### config.mk
export PLATFORM = sky130hd
export DESIGN_NAME = kgp_exec_controller
export DESIGN_NICKNAME = d
export VERILOG_FILES = /design/src/rtl/kgp_ctrl_pkg.sv /design/src/rtl/kgp_branch_eval.sv /design/src/rtl/kgp_exec_controller.sv
export SDC_FILE = /design/constraint.sdc
export NUM_CORES = 1
export LEC_CHECK = 0
export BUFFER_PORTS_ARGS = -buffer_cell sky130_fd_sc_hd__buf_2
export CAP_MARGIN = 5
export CORE_MARGIN = 10
export CORE_UTILIZATION = 50
export CTS_CLUSTER_SIZE = 30
export DETAILED_ROUTE_END_ITERATION = 7
export PLACE_DENSITY = 0.87
export SKIP_LAST_GASP = 1
export SLEW_MARGIN = 20
export SYNTH_ARGS = -nofsm -noshare
export SYNTH_HDL_FRONTEND = slang
export SYNTH_SLANG_ARGS = --single-unit
### constraint.sdc
create_clock -name clk -period 3.7 [get_ports clk]
set_clock_uncertainty 0.05 [all_clocks]
set_input_delay 0.555 -clock clk [delete_from_list [all_inputs] [get_ports clk]]
set_output_delay 0.555 -clock clk [all_outputs]
set_load 0.1 [all_outputs]
### src/rtl/kgp_ctrl_pkg.sv
`default_nettype none
// kgp_ctrl_pkg: shared opcode, branch-condition, field-position and state definitions
// for the KGP_RISC execution controller.
package kgp_ctrl_pkg;

  localparam logic [2:0] OP_RTYPE = 3'd0;
  localparam logic [2:0] OP_IMM   = 3'd1;
  localparam logic [2:0] OP_LD    = 3'd2;
  localparam logic [2:0] OP_ST    = 3'd3;
  localparam logic [2:0] OP_BR    = 3'd4;
  localparam logic [2:0] OP_JMP   = 3'd5;
  localparam logic [2:0] OP_ILL   = 3'd6;
  localparam logic [2:0] OP_HALT  = 3'd7;

  localparam logic [3:0] BR_ALWAYS = 4'd0;
  localparam logic [3:0] BR_EQZ    = 4'd1;
  localparam logic [3:0] BR_NEZ    = 4'd2;
  localparam logic [3:0] BR_LTZ    = 4'd3;

  // ALU opcode whose operand-select reads zero; used whenever the ALU is unused.
  localparam logic [2:0] ALU_OP_IDLE = 3'd2;

  localparam int OPC_LSB   = 29;
  localparam int RS_LSB    = 24;
  localparam int RT_LSB    = 19;
  localparam int SHAMT_LSB = 14;
  localparam int FCODE_LSB = 0;
  localparam int IMMT_LSB  = 0;
  localparam int IMMT_W    = 22;

  typedef enum logic [2:0] {
    ST_IDLE   = 3'd0,
    ST_FETCH  = 3'd1,
    ST_DECODE = 3'd2,
    ST_EXEC   = 3'd3,
    ST_MEM    = 3'd4,
    ST_WB     = 3'd5,
    ST_HALT   = 3'd6,
    ST_TRAP   = 3'd7
  } state_e;

  function automatic logic [31:0] sext_immt(input logic [IMMT_W-1:0] v);
    return {{(32-IMMT_W){v[IMMT_W-1]}}, v};
  endfunction

endpackage
`default_nettype wire

### src/rtl/kgp_branch_eval.sv
`default_nettype none
// kgp_branch_eval: combinational branch-condition evaluation on the rs operand.
module kgp_branch_eval
  import kgp_ctrl_pkg::*;
(
  input  logic [3:0]  fcode_i,
  input  logic [31:0] rs_data_i,
  output logic        taken_o
);

  always_comb begin
    taken_o = 1'b0;
    case (fcode_i)
      BR_ALWAYS: taken_o = 1'b1;
      BR_EQZ:    taken_o = (rs_data_i == 32'd0);
      BR_NEZ:    taken_o = (rs_data_i != 32'd0);
      BR_LTZ:    taken_o = rs_data_i[31];
      default:   taken_o = 1'b0;
    endcase
  end

endmodule
`default_nettype wire

### src/rtl/kgp_exec_controller.sv
`default_nettype none
// kgp_exec_controller: multi-cycle fetch/decode/execute/memory/write-back sequencer
// for KGP_RISC; sole owner of the PC.
module kgp_exec_controller
  import kgp_ctrl_pkg::*;
#(
  parameter logic [31:0] RESET_PC = 32'h0000_0000
) (
  input  logic        clk,
  input  logic        rst_n,
  input  logic        start,
  output logic        imem_req,
  output logic [31:0] imem_addr,
  input  logic        imem_ack,
  input  logic [31:0] imem_rdata,
  output logic        dmem_req,
  output logic        dmem_we,
  output logic [31:0] dmem_addr,
  output logic [31:0] dmem_wdata,
  input  logic        dmem_ack,
  input  logic [31:0] dmem_rdata,
  output logic [4:0]  rs_addr,
  output logic [4:0]  rt_addr,
  input  logic [31:0] rs_data,
  input  logic [31:0] rt_data,
  output logic [2:0]  alu_opcode,
  output logic [3:0]  alu_fcode,
  output logic [4:0]  alu_shamt,
  output logic [21:0] alu_immt,
  input  logic [31:0] alu_result,
  output logic        rf_we,
  output logic [4:0]  rf_waddr,
  output logic [31:0] rf_wdata,
  output logic [31:0] pc,
  output logic        busy,
  output logic        halted,
  output logic        trap,
  output logic [31:0] retired
);

  state_e      state_q, state_d;
  logic [31:0] pc_q, pc_d;
  logic [31:0] alu_q, ld_q, retired_q;
  logic        taken_q;
  logic [2:0]  op_q, alu_op_q;
  logic [3:0]  fcode_q;
  logic [4:0]  rs_q, rt_q, shamt_q;
  logic [21:0] immt_q;

  logic [2:0]  dec_op, dec_alu_op;
  logic [3:0]  dec_fcode;
  logic        br_taken;
  logic [31:0] pc_plus4, br_off, next_pc;

  assign dec_op = imem_rdata[OPC_LSB +: 3];

  // Loads/stores borrow the immediate-add ALU path to form rs + sext(immt).
  always_comb begin
    dec_alu_op = ALU_OP_IDLE;
    dec_fcode  = imem_rdata[FCODE_LSB +: 4];
    case (dec_op)
      OP_RTYPE, OP_IMM: dec_alu_op = dec_op;
      OP_LD, OP_ST: begin
        dec_alu_op = OP_IMM;
        dec_fcode  = 4'd0;
      end
      default: dec_alu_op = ALU_OP_IDLE;
    endcase
  end

  kgp_branch_eval u_branch_eval (
    .fcode_i   (fcode_q),
    .rs_data_i (rs_data),
    .taken_o   (br_taken)
  );

  assign pc_plus4 = pc_q + 32'd4;
  assign br_off   = sext_immt(immt_q) << 2;

  always_comb begin
    next_pc = pc_plus4;
    if (op_q == OP_JMP) begin
      next_pc = {rs_data[31:2], 2'b00};
    end else if (op_q == OP_BR && taken_q) begin
      next_pc = pc_plus4 + br_off;
    end
  end

  always_ff @(posedge clk or negedge rst_n) begin
    if (!rst_n) begin
      state_q   <= ST_IDLE;
      pc_q      <= RESET_PC;
      alu_q     <= 32'd0;
      ld_q      <= 32'd0;
      retired_q <= 32'd0;
      taken_q   <= 1'b0;
      op_q      <= OP_RTYPE;
      alu_op_q  <= ALU_OP_IDLE;
      fcode_q   <= 4'd0;
      rs_q      <= 5'd0;
      rt_q      <= 5'd0;
      shamt_q   <= 5'd0;
      immt_q    <= 22'd0;
    end else begin
      state_q <= state_d;
      pc_q    <= pc_d;
      if (state_q == ST_FETCH && imem_ack) begin
        op_q     <= dec_op;
        alu_op_q <= dec_alu_op;
        fcode_q  <= dec_fcode;
        rs_q     <= imem_rdata[RS_LSB +: 5];
        rt_q     <= imem_rdata[RT_LSB +: 5];
        shamt_q  <= imem_rdata[SHAMT_LSB +: 5];
        immt_q   <= imem_rdata[IMMT_LSB +: IMMT_W];
      end
      if (state_q == ST_EXEC) begin
        alu_q   <= alu_result;
        taken_q <= br_taken;
      end
      if (state_q == ST_MEM && dmem_ack) begin
        ld_q <= dmem_rdata;
      end
      if (state_q == ST_WB) begin
        retired_q <= retired_q + 32'd1;
      end
    end
  end

  always_comb begin
    state_d  = state_q;
    pc_d     = pc_q;
    busy     = 1'b0;
    imem_req = 1'b0;
    dmem_req = 1'b0;
    dmem_we  = 1'b0;
    rf_we    = 1'b0;
    rf_waddr = 5'd0;
    rf_wdata = 32'd0;
    case (state_q)
      ST_IDLE: if (start) state_d = ST_FETCH;
      ST_FETCH: begin
        busy     = 1'b1;
        imem_req = 1'b1;
        if (imem_ack) state_d = ST_DECODE;
      end
      ST_DECODE: begin
        busy = 1'b1;
        if (op_q == OP_ILL)       state_d = ST_TRAP;
        else if (op_q == OP_HALT) state_d = ST_HALT;
        else                      state_d = ST_EXEC;
      end
      ST_EXEC: begin
        busy    = 1'b1;
        state_d = (op_q == OP_LD || op_q == OP_ST) ? ST_MEM : ST_WB;
      end
      ST_MEM: begin
        busy     = 1'b1;
        dmem_req = 1'b1;
        dmem_we  = (op_q == OP_ST);
        if (dmem_ack) state_d = ST_WB;
      end
      ST_WB: begin
        busy     = 1'b1;
        rf_we    = (op_q == OP_RTYPE || op_q == OP_IMM || op_q == OP_LD);
        rf_waddr = (op_q == OP_LD) ? rt_q : rs_q;
        rf_wdata = (op_q == OP_LD) ? ld_q : alu_q;
        pc_d     = next_pc;
        state_d  = ST_FETCH;
      end
      default: state_d = state_q;
    endcase
  end

  assign imem_addr  = pc_q;
  assign dmem_addr  = alu_q;
  assign dmem_wdata = rt_data;
  assign rs_addr    = rs_q;
  assign rt_addr    = rt_q;
  assign alu_opcode = alu_op_q;
  assign alu_fcode  = fcode_q;
  assign alu_shamt  = shamt_q;
  assign alu_immt   = immt_q;
  assign pc         = pc_q;
  assign retired    = retired_q;
  assign halted     = (state_q == ST_HALT);
  assign trap       = (state_q == ST_TRAP);

endmodule
`default_nettype wire

# [Word level (Yosys, flattened, before mapping)]
# Index checks and enable logic that the tools add are counted.
[totals] regBits=179 out_inout_bits=248 wordCells=77
[classes] n_addsub=3 eq_ne=23 n_mux=21 reduce_logical=17
[op_table] op="32-bit two-way mux" n=4
[op_table] op="32-bit by 1-bit adder with 32-bit output, second input constant" n=1
[op_table] op="32-bit by 3-bit adder with 32-bit output, second input constant" n=1
[op_table] op="32-bit adder" n=1
[op_table] op="32-bit zero test" n=1
[op_table] op="32-bit nonzero test" n=1
[op_table] op="3-bit equality test, second input constant" n=8
[op_table] op="3-bit by 2-bit equality test with 1-bit output, second input constant" n=6
[op_table] op="3-bit case mux with 6 select lines" n=1
[op_table] op="3-bit two-way mux" n=5
[op_table] op="5-bit two-way mux" n=2
[op_table] op="3-bit by 1-bit equality test with 1-bit output, second input constant" n=3
[op_table] op="3-bit zero test" n=3
[op_table] op="4-bit by 2-bit equality test with 1-bit output, second input constant" n=2
[op_table] op="1-bit two-way mux" n=6
[op_table] op="2-bit != test, second input constant" n=3
[op_table] op="3-bit case mux with 2 select lines" n=1
[op_table] op="6-bit nonzero test" n=1
[op_table] op="5-bit OR reduction" n=1
[op_table] op="4-bit by 1-bit equality test with 1-bit output, second input constant" n=1
[op_table] op="4-bit zero test" n=1
[op_table] op="4-bit two-way mux" n=1
[op_table] op="1-bit case mux with 4 select lines" n=1
[op_table] op="4-bit AND reduction" n=1
[op_table] op="3 further kinds" n=8

# [Logic depth before layout (Yosys ltp)]
[logic_depth] ltp_word=4 mapped_depth=16

# [Hierarchy]
# A second synthesis with hierarchy kept.
[unflattened] cells_unflattened=1190 hier_area_um2=10597.7
[by_module_without_submodules] module="kgp_exec_controller" n_inst=1 cells_per_inst=1176 area_each_um2=10482.6
[by_module_without_submodules] module="kgp_branch_eval" n_inst=1 cells_per_inst=14 area_each_um2=115.1

# [Worst setup path before layout]
# No wires, ideal clock.
[synth_path] path_type="flip-flop to flip-flop" startpoint="register pc_q[12] (netlist: imem_addr[12])" endpoint="register pc_q[31] (netlist: imem_addr[31])" setup_ps=128 arrival_time_ps=4020 required_ps=3522 path_slack_ps=-498 path_stages_with_launch=17 n_path_buf=1 synth_period_minus_slack_ps=4198 cell_sequence="dfrtp_1 > nand4_2 > nor3_4 > and4_1 > nand4_1 > xnor2_1 > ha_1 > clkbuf_1 > nand4_1 > inv_1 > a21oi_1 > o21ai_0 > or3_1 > nor3_1 > nor3b_1 > a211oi_1 > nand3b_1"
[synth_via] elab_chain_len=4
[synth_rtl] item="start, declared" line="kgp_exec_controller.sv:42" text="logic [31:0] pc_q, pc_d;"
[synth_rtl] item="start signal, assigned" line="kgp_exec_controller.sv:106" text="pc_q <= pc_d;"
[synth_rtl] item="32-bit by 3-bit adder with 32-bit output (*)" line="kgp_exec_controller.sv:77" text="assign pc_plus4 = pc_q + 32'd4;"
[synth_rtl] item="32-bit adder" line="kgp_exec_controller.sv:85" text="next_pc = pc_plus4 + br_off;"
[synth_rtl] item="32-bit two-way mux (*)" line="kgp_exec_controller.sv:84" text="end else if (op_q == OP_BR && taken_q) begin"
[synth_rtl] item="32-bit two-way mux (*)" line="kgp_exec_controller.sv:82" text="if (op_q == OP_JMP) begin"
# Mark *: on every way between the ends. The rest lies on a longest branch, timed or not.
# A chain may end at the register's enable or synchronous reset.

# [Final worst setup path]
# Same ends and word-level chain as after synthesis.

==> flow_summary.yaml <==
final_layout:
  layout_commonest_cell: "buf_2"
  multi_input_comb_area_um2: 5570
  drive_gt1_frac: 0.365
  area_growth_pct: 22.0
  fillers: 1681
  layout.nets: 1658
  most-common-layout-cells: "buf_2 (343), nand2_1 (276), dfrtp_1 (151)"
  register_area_um2: 4250
clock_network:
  clkTransAtPathRegs_ns: 0.08
  cts.htree.levels: 4
  cts_tree: "built"
  insertion_delay_ns: 0.43
  clockBufferDepth: 2
  cts_buffers: 17
  cts.sinks: 169
  cts_root_buffer: "clkbuf_16"
  cts_hold_buf: 0
logic_synthesis:
  synth-seq-cells: 169
  synthFlopType: "dfrtp_1"
  synth-edff-count: 0
  syn_inst: 1178
  netlist_area_um2: 10500
  async_flop_share: 1.00
  ys_warn_count: 0
  syn_area_per_cell_um2: 8.93
  ys_types: 72
  ys_seq_area_frac: 0.402
setup_path:
  cp_data_required_time_ns: 4.01
  cp_max_fo: 7
  worstPathArrival_ns: 3.95
  cp-end-kind: "flip-flop"
  worstSetupPathType: "reg2reg"
  crit_path_start_kind: "flip-flop"
sta:
  setup_viol: 0
  setup_slack_ns: 0.0584
  hold_viol: 0
  slew_headroom: 0.302
  rsz0062_at_grt: "true"
  drv_slew: 0
  fmax_mhz: 275
  period_needed_ns: 3.64
  tightest_slew_ns: 1.05
  finalCritPeriodShare: 0.984
floorplanning:
  row_count: 52
  fp.dieH_um: 165
  coreArea_um2: 20500
  die_w_um: 165
  io_pins: 413
  start_util: 0.513
  die-area_um2: 27200
run_status:
  outcome: "finished clean"
grt:
  grt_pass1_wl_um: 54800
  grt_overflow: 0
  grt_max_degree: 74
  antenna_found_initial: 3
  track_usage: 0.254
  grt_pass1_vias: 9909
placement:
  port_buffers: 344
  pre_cts_slack_ns: 0.0636
  finalWeightedCongestion: 0.956
  dpl.hpwl_um: 27800
drt:
  drt_wl_total_um: 36000
  ant_nets: 0
  vias: 9886
  vias_per_cell: 5.68
  drtIter0Drc: 688
  drt_first_pass_iters: 5
  wire_per_inst_um: 20.7
  drc: 0
flow_run:
  timing.max_cap.violations: 0
worst_hold_path:
  min_path_type: "in2async"
critical path, cell delays in order (launching register included):
cell      delay (ns)
dfrtp_2         0.44
nand4_2         0.17
nor3_4          0.31
and4_1          0.26
nand2_1         0.08
buf_4           0.17
xnor2_1         0.12
ha_1            0.37
a21oi_1         0.23
o21ai_0         0.15
a21oi_1         0.14
o21ai_1         0.11
or3_1           0.36
nor3_1          0.19
nor3b_2         0.08
a211oi_1        0.21
nand3b_1        0.13
metrics by stage:
stage / hold WS, ns / instance area [um^2] / setup TNS (ns) / instances / util
2_1_floorplan: 0.209 / 10600 / -0.148 / 1181 / -
5_1_grt: 0.0837 / 12800 / -0.366 / 1738 / 0.626
6_report: 0.0500 / 12800 / 0 / 1742 / 0.626
4_1_cts: 0.0810 / 12700 / 0 / 1727 / 0.619
3_5_place_dp: 0.416 / 12100 / 0 / 1695 / 0.590
3_3_place_gp: 0.394 / 12100 / 0 / 1695 / 0.590
worst paths after layout:
check                                           from                         to  slack (ns)  depth (start not counted)
hold / removal                                 rst_n    alu_immt[0]$_DFFE_PN0P_        0.05                          1
hold reg to reg            alu_opcode[1]$_DFFE_PN1P_  alu_opcode[1]$_DFFE_PN1P_        0.43                          2
setup / recovery           imem_addr[12]$_DFFE_PN0P_  imem_addr[31]$_DFFE_PN0P_        0.06                         16
min in group clk                      imem_rdata[25]     rs_addr[1]$_DFFE_PN0P_        0.26                          3
setup reg to reg           imem_addr[12]$_DFFE_PN0P_  imem_addr[31]$_DFFE_PN0P_        0.06                         16
max in group asynchronous                      rst_n  dmem_addr[11]$_DFFE_PN0P_        2.61                          2
state kept, by name, indices dropped and copies added (netlist names):
name        count
op_q            3
retired        32
alu_shamt       4
alu_opcode      3
state_q         3
ld_q           32
imem_addr      30
dmem_addr      32
rt_addr         5
alu_fcode       4
rs_addr         5
taken_q         1
alu_immt       15
layout make-up:
class                           count  area share
Antenna cell                        5    0.000975
Sequential cell                   169       0.331
Multi-Input combinational cell    873       0.434
Clock inverter                     14      0.0122
Inverter                           12     0.00351
Tap cell                          270      0.0263
Timing Repair Buffer              381       0.157
Clock buffer                       18      0.0342
cell usage after synthesis, types with 3 or more instances:
| master | instances | area share |
|---|---|---|
| o21bai_1 | 4 | 0.0029 |
| o22ai_1 | 9 | 0.0054 |
| nand3b_1 | 3 | 0.0021 |
| mux2i_1 | 3 | 0.0029 |
| a21o_1 | 18 | 0.013 |
| o221ai_1 | 3 | 0.0025 |
| a211oi_2 | 3 | 0.0036 |
| o21a_1 | 6 | 0.0043 |
| o31ai_1 | 4 | 0.0029 |
| ha_1 | 38 | 0.045 |
| a21oi_1 | 89 | 0.042 |
| buf_1 | 7 | 0.0025 |
| dfrtp_1 | 168 | 0.40 |
| and4_1 | 5 | 0.0042 |
| o21ai_1 | 3 | 0.0014 |
| xnor2_1 | 58 | 0.048 |
| clkbuf_1 | 39 | 0.014 |
| a211oi_1 | 10 | 0.0071 |
| inv_1 | 12 | 0.0043 |
| o211ai_1 | 5 | 0.0036 |
| nand2b_1 | 6 | 0.0036 |
| a31oi_1 | 6 | 0.0036 |
| nand2_1 | 277 | 0.099 |
| nand4_1 | 14 | 0.0083 |
| nor4_1 | 13 | 0.0077 |
| nand3_1 | 31 | 0.015 |
| xor2_1 | 19 | 0.016 |
| nor3_1 | 11 | 0.0052 |
| o21ai_0 | 46 | 0.022 |
| mux2_2 | 64 | 0.069 |
| buf_4 | 74 | 0.053 |
| and3_1 | 16 | 0.0095 |
| and2_1 | 9 | 0.0054 |
| nor2_1 | 49 | 0.017 |
| buf_2 | 7 | 0.0033 |
| or2_2 | 5 | 0.0030 |
cell families (layout without fill, tap and decap cells):
logic type                 count (synthesis)  in the layout  share of synthesized area
DFF                                      169            169                      0.402
AOI/OAI and AO/OA                        228            228                      0.138
xor gates and xnor gates                  78             78                     0.0657
other                                      1              9                   0.000357
adders and majority gates                 39             39                     0.0471
and+or+nand+nor                          457            457                      0.198
buffers and inverters                    139            425                     0.0769
muxes                                     67             67                     0.0714
metal layers:
| metal | share of wire | vias up | track usage |
|---|---|---|---|
| met5 | 0.00036 | - | 0 |
| met4 | 0.022 | 2 | 0.0781 |
| met3 | 0.094 | 56 | 0.0739 |
| met2 | 0.50 | 504 | 0.432 |
| met1 | 0.38 | 4768 | 0.303 |
| li1 | - | 4556 | - |
timing repair:
action | 4_1_cts | 5_1_grt
setup buffers | 0 | 10
setup endpoints to repair | 0 | 8
endpoints found under the hold margin | 0 | 0
resized for setup | 0 | 14
Power is not shown: default switching activity piles up to over one toggle a cycle in this logic, so the estimate is an artifact.
